==> config.mk <==
export PLATFORM = sky130hd
export DESIGN_NAME = dmem_arbiter
export DESIGN_NICKNAME = d
export VERILOG_FILES = /design/src/rtl/dmem_arbiter_pkg.sv /design/src/rtl/dmem_arbiter_rr_arb2.sv /design/src/rtl/dmem_arbiter.sv
export SDC_FILE = /design/constraint.sdc
export NUM_CORES = 1
export LEC_CHECK = 0
export CORE_MARGIN = 2
export CORE_UTILIZATION = 40
export CTS_BUF_LIST = sky130_fd_sc_hd__clkbuf_2
export DETAILED_ROUTE_END_ITERATION = 8
export HOLD_SLACK_MARGIN = 0.06
export PLACE_DENSITY = 0.82
export SYNTH_ARGS = -nofsm -noshare
export SYNTH_HDL_FRONTEND = slang
export SYNTH_SLANG_ARGS = --single-unit
==> constraint.sdc <==
create_clock -name clk -period 2.4 [get_ports clk]
set_input_delay 0.48 -clock clk [delete_from_list [all_inputs] [get_ports clk]]
set_output_delay 0.48 -clock clk [all_outputs]
set_load 0.02 [all_outputs]
==> src/rtl/dmem_arbiter_pkg.sv <==
// Shared types and constants for the two-port data-memory arbiter.
// Holds the FSM state encoding, the port indices and the alignment helper.
package dmem_arbiter_pkg;

    typedef enum logic [1:0] {
        ST_IDLE   = 2'd0,
        ST_ACCESS = 2'd1,
        ST_RESP   = 2'd2
    } arb_state_e;

    localparam int PORT_CPU = 0;
    localparam int PORT_AUX = 1;

    // A word access must sit on a 4-byte boundary; byte accesses never fault.
    function automatic logic is_misaligned(input logic byteop, input logic [1:0] addr_lo);
        return (!byteop) && (addr_lo != 2'b00);
    endfunction

endpackage

==> src/rtl/dmem_arbiter_rr_arb2.sv <==
// Two-way round-robin pick: a lone requester wins, and on a tie the port
// that was not served last wins.
module rr_arb2
    import dmem_arbiter_pkg::*;
(
    input  logic [1:0] req,
    input  logic       last,
    output logic       valid,
    output logic       pick
);

    always_comb begin
        valid = |req;
        pick  = 1'b0;
        if (req == 2'b11) begin
            pick = ~last;
        end else if (req[PORT_AUX]) begin
            pick = 1'b1;
        end
    end

endmodule

==> src/rtl/dmem_arbiter.sv <==
// Arbitrates CPU (port 0) and loader/DMA (port 1) accesses onto a single data
// memory port: select/capture, one ACCESS cycle, one RESP cycle.
//
// state  | meaning
// IDLE   | no access in flight; a request is captured here
// ACCESS | memory driven from captured request, grant pulsed, read data sampled
// RESP   | response pulsed to served port; a new request may be captured
module dmem_arbiter
    import dmem_arbiter_pkg::*;
#(
    parameter int ADDRESS_WIDTH = 32,
    parameter int DATA_WIDTH    = 32
) (
    input  logic                          clk,
    input  logic                          rst,
    input  logic [1:0]                    req,
    input  logic [1:0]                    we,
    input  logic [1:0]                    byteop,
    input  logic [1:0][ADDRESS_WIDTH-1:0] addr,
    input  logic [1:0][DATA_WIDTH-1:0]    wdata,
    output logic [1:0]                    gnt,
    output logic [1:0]                    rvalid,
    output logic [DATA_WIDTH-1:0]         rdata,
    output logic                          err,
    output logic                          mem_we,
    output logic                          mem_byteop,
    output logic [ADDRESS_WIDTH-1:0]      mem_addr,
    output logic [DATA_WIDTH-1:0]         mem_wdata,
    input  logic [DATA_WIDTH-1:0]         mem_rdata
);

    arb_state_e                 state_q, state_d;
    logic                       sel_q, sel_d;
    logic                       last_q, last_d;
    logic                       we_q, we_d;
    logic                       byteop_q, byteop_d;
    logic [ADDRESS_WIDTH-1:0]   addr_q, addr_d;
    logic [DATA_WIDTH-1:0]      wdata_q, wdata_d;
    logic [DATA_WIDTH-1:0]      rdata_q, rdata_d;
    logic                       err_q, err_d;

    logic arb_valid;
    logic arb_pick;
    logic mis;

    rr_arb2 u_rr_arb2 (
        .req   (req),
        .last  (last_q),
        .valid (arb_valid),
        .pick  (arb_pick)
    );

    assign mis = is_misaligned(byteop_q, addr_q[1:0]);

    always_comb begin
        state_d    = state_q;
        sel_d      = sel_q;
        last_d     = last_q;
        we_d       = we_q;
        byteop_d   = byteop_q;
        addr_d     = addr_q;
        wdata_d    = wdata_q;
        rdata_d    = rdata_q;
        err_d      = err_q;
        gnt        = '0;
        rvalid     = '0;
        mem_we     = 1'b0;
        mem_byteop = 1'b0;
        mem_addr   = '0;
        mem_wdata  = '0;

        case (state_q)
            ST_IDLE, ST_RESP: begin
                if (state_q == ST_RESP) begin
                    rvalid[sel_q] = 1'b1;
                end
                if (arb_valid) begin
                    state_d  = ST_ACCESS;
                    sel_d    = arb_pick;
                    last_d   = arb_pick;
                    we_d     = we[arb_pick];
                    byteop_d = byteop[arb_pick];
                    addr_d   = addr[arb_pick];
                    wdata_d  = wdata[arb_pick];
                end else begin
                    state_d = ST_IDLE;
                end
            end
            ST_ACCESS: begin
                gnt[sel_q] = 1'b1;
                mem_we     = we_q && !mis;
                mem_byteop = byteop_q;
                mem_addr   = addr_q;
                mem_wdata  = wdata_q;
                // Writes and faulting accesses report zero data; byte reads keep only the low lane.
                rdata_d = '0;
                if (!we_q && !mis) begin
                    if (byteop_q) begin
                        rdata_d[7:0] = mem_rdata[7:0];
                    end else begin
                        rdata_d = mem_rdata;
                    end
                end
                err_d   = mis;
                state_d = ST_RESP;
            end
            default: begin
                state_d = ST_IDLE;
            end
        endcase

        // Reset is synchronous, so the in-flight cycle must be silenced combinationally.
        if (rst) begin
            gnt        = '0;
            rvalid     = '0;
            mem_we     = 1'b0;
            mem_byteop = 1'b0;
            mem_addr   = '0;
            mem_wdata  = '0;
        end
    end

    always_ff @(posedge clk) begin
        if (rst) begin
            state_q  <= ST_IDLE;
            sel_q    <= 1'b0;
            last_q   <= 1'b1;
            we_q     <= 1'b0;
            byteop_q <= 1'b0;
            addr_q   <= '0;
            wdata_q  <= '0;
            rdata_q  <= '0;
            err_q    <= 1'b0;
        end else begin
            state_q  <= state_d;
            sel_q    <= sel_d;
            last_q   <= last_d;
            we_q     <= we_d;
            byteop_q <= byteop_d;
            addr_q   <= addr_d;
            wdata_q  <= wdata_d;
            rdata_q  <= rdata_d;
            err_q    <= err_d;
        end
    end

    assign rdata = rdata_q;
    assign err   = err_q;

endmodule

==> reports/metrics.yaml <==
dp_hpwl_um: 12300
synth-seq-area-share_pct: 41.1
nNetsFinal: 1035
final_common_cell: "clkdlybuf4s50_1"
cp_data_required_time_ns: 1.92
crit_fanout: 5
track_usage_pct: 26.6
diodes: 0
hold_violations: 0
port_buffers: 270
timing.hold.ws_ns: 0.128
first_iter_violations: 481
setup.worst_path.class: "flip-flop to output port"
netlist_area_um2: 5020
gp_congestion: 0.872
layout-drive-gt1-share_pct: 29.0
overflow: 0
vias: 5568
avgSynthCellArea_um2: 8.25
peakVddDrop_mv: 0.256
setup_viol: 1
drc_errors: 0
tightest_slew_ns: 0.756
hp-class: "input pin to flip-flop"
initial_core_util_pct: 41.5
fin_crit_sh_pct: 100
worstHoldPathCells: 2
dieArea_um2: 13500
clkLatencyLatePin_ns: 0.61
io_pins: 271
antenna_found_initial: 0
die_w_um: 116
ys_seq_elements: 103
cts_root_buf: "clkbuf_2"
startpoint_type: "flip-flop"
std_cell_rows: 40
htreeDepth: 3
coreArea_um2: 12100
clock_sinks: 103
fin_crit_ns: 2.41
clock_skew_ns: 0.0213
clockBufferDepth: 2
avgViaCountPerCell: 5.35
cts_tree: "yes"
fmax_mhz: 415
fin_ws_ns: -0.00994
wl_um: 18600
die_h_um: 116
rsz0062_at_grt: "yes"
wl_per_cell_um: 17.9
power.total_w: 0.00408
syn-num-nets: 777
grt_start_max_net_pins: 69
syn_to_final_growth_pct: 69.3
cap_violations: 0
drt_first_pass_iters: 5
grt_pass1_vias: 5449
syn_inst: 609
grt_first_pass_wirelength_um: 27700
synth_warnings: 0
endpoint_kind: "output port"
cts-buffers-inserted: 9
layout_common_cells: "clkdlybuf4s50_1, dfxtp_1, nand2_1"
power.density_nw_per_um2: 480
status: "finished, violations left"
path_clk_slew_ns: 0.29
r2r_cells: 5
relSlewSlack_pct: 49.6
ant_nets: 0
drv_slew: 0
violations: "negative setup slack"
worstPathArrival_ns: 1.93
ys_types: 33
leakage_nw: 3.36
==> what timing repair did <==
item / 4_1_cts / 5_1_grt
setup buffers: 13 / 3
cloned: 6 / 1
pin swaps: 34 / 4
hold buffers: 1 / 0
gates resized for setup: 447 / 51
hold endpoints to repair: 4 / 0
setup endpoints to repair: 70 / 68
==> per-layer routing <==
metal / global-route usage, % / vias up / routed length (um)
met5: 0 / - / 0
met4: 13.3 / 0 / 665
met3: 7.17 / 47 / 1650
met2: 46.9 / 296 / 9380
met1: 29.5 / 2633 / 6950
li1: - / 2592 / -
==> path summary, 6_finish.rpt <==
kind | slack, ns | endpoint | from
max | -0.01 | mem_we | state_q[1]
min | 0.13 | last_q | rst
max reg2reg | 0.80 | addr_q[5] | state_q[0]
min reg2reg | 0.47 | rdata[20] | rdata[20]
==> critical path, stage by stage (launching register included) <==
cell and delay, ns:
dfxtp_2 0.38, nand2b_4 0.14, nor2_4 0.12, buf_6 0.12, buf_8 0.13, buf_12 0.14
and3_4 0.19, buf_6 0.11
==> kinds of logic after synthesis <==
| family | count (synthesis) | share of synthesized area [%] |
|---|---|---|
| AO/OA/AOI/OAI | 172 | 26.6 |
| buffers and inverters | 58 | 6.05 |
| flip-flops | 103 | 41.1 |
| AND/OR/NAND/NOR | 276 | 26.3 |
==> cell type report <==
cell class | count | area (um^2)
clock buffer | 9 | 45.0
clock inverter | 7 | 78.8
fill | 928 | 3610
multi-input combinational | 448 | 2840
sequential | 103 | 2060
tap | 168 | 210
timing repair buffer | 305 | 3260
==> state kept, by name, summed over array words and instances (netlist names) <==
signal	flops
byteop_q	1
sel_q	1
rdata	32
state_q	2
we_q	1
err	1
wdata_q	32
addr_q	32
last_q	1
==> through the flow <==
step	setup slack [ns]	cell area, um^2	utilization, %	setup TNS [ns]	instances
final	-0.00994	8500	70.2	-0.00994	1040
after global routing	-0.105	8500	70.2	-2.76	1040
after CTS	-0.199	8440	69.7	-4.62	1041
after detailed placement	0.0530	7860	64.9	0	1006
after global placement	0.107	7860	64.9	0	1006
after floorplan	0.356	5020	-	0	609
==> cells in the mapped netlist <==
library cell | count | area share (%)
dfxtp_1 | 103 | 41
nand2_1 | 99 | 7.4
a21oi_1 | 79 | 7.9
nor2_1 | 69 | 5.2
and2_1 | 66 | 8.2
a211oi_2 | 40 | 10
a211oi_1 | 26 | 3.9
nand3_1 | 24 | 2.4
clkbuf_1 | 23 | 1.7
buf_2 | 22 | 2.2
a21oi_2 | 20 | 3.5
nand4b_1 | 8 | 1.4
buf_4 | 5 | 0.75
buf_1 | 2 | 0.15
buf_6 | 2 | 0.45
buf_8 | 2 | 0.60
clkbuf_2 | 2 | 0.20
nand2b_1 | 2 | 0.25
a21bo_2 | 1 | 0.20
a21boi_2 | 1 | 0.22
a221o_1 | 1 | 0.20
a2bb2oi_1 | 1 | 0.17
and3_1 | 1 | 0.12
nor2_4 | 1 | 0.22
nor2b_1 | 1 | 0.12
nor3_1 | 1 | 0.10
nor4_4 | 1 | 0.42
nor4b_1 | 1 | 0.17
nor4bb_1 | 1 | 0.20
o21ba_2 | 1 | 0.20
o21bai_1 | 1 | 0.15
o21bai_2 | 1 | 0.22
or2_2 | 1 | 0.12
==> power by group <==
group | switching, W | leakage, nW | total [W] | internal [W]
Sequential | 0.0000915 | 0.850 | 0.00195 | 0.00186
Combinational | 0.000602 | 2.44 | 0.00125 | 0.000647
Clock | 0.000627 | 0.0725 | 0.000883 | 0.000255
Total | 0.00132 | 3.36 | 0.00408 | 0.00276
Note: power is estimated with default switching activity, not from simulation.
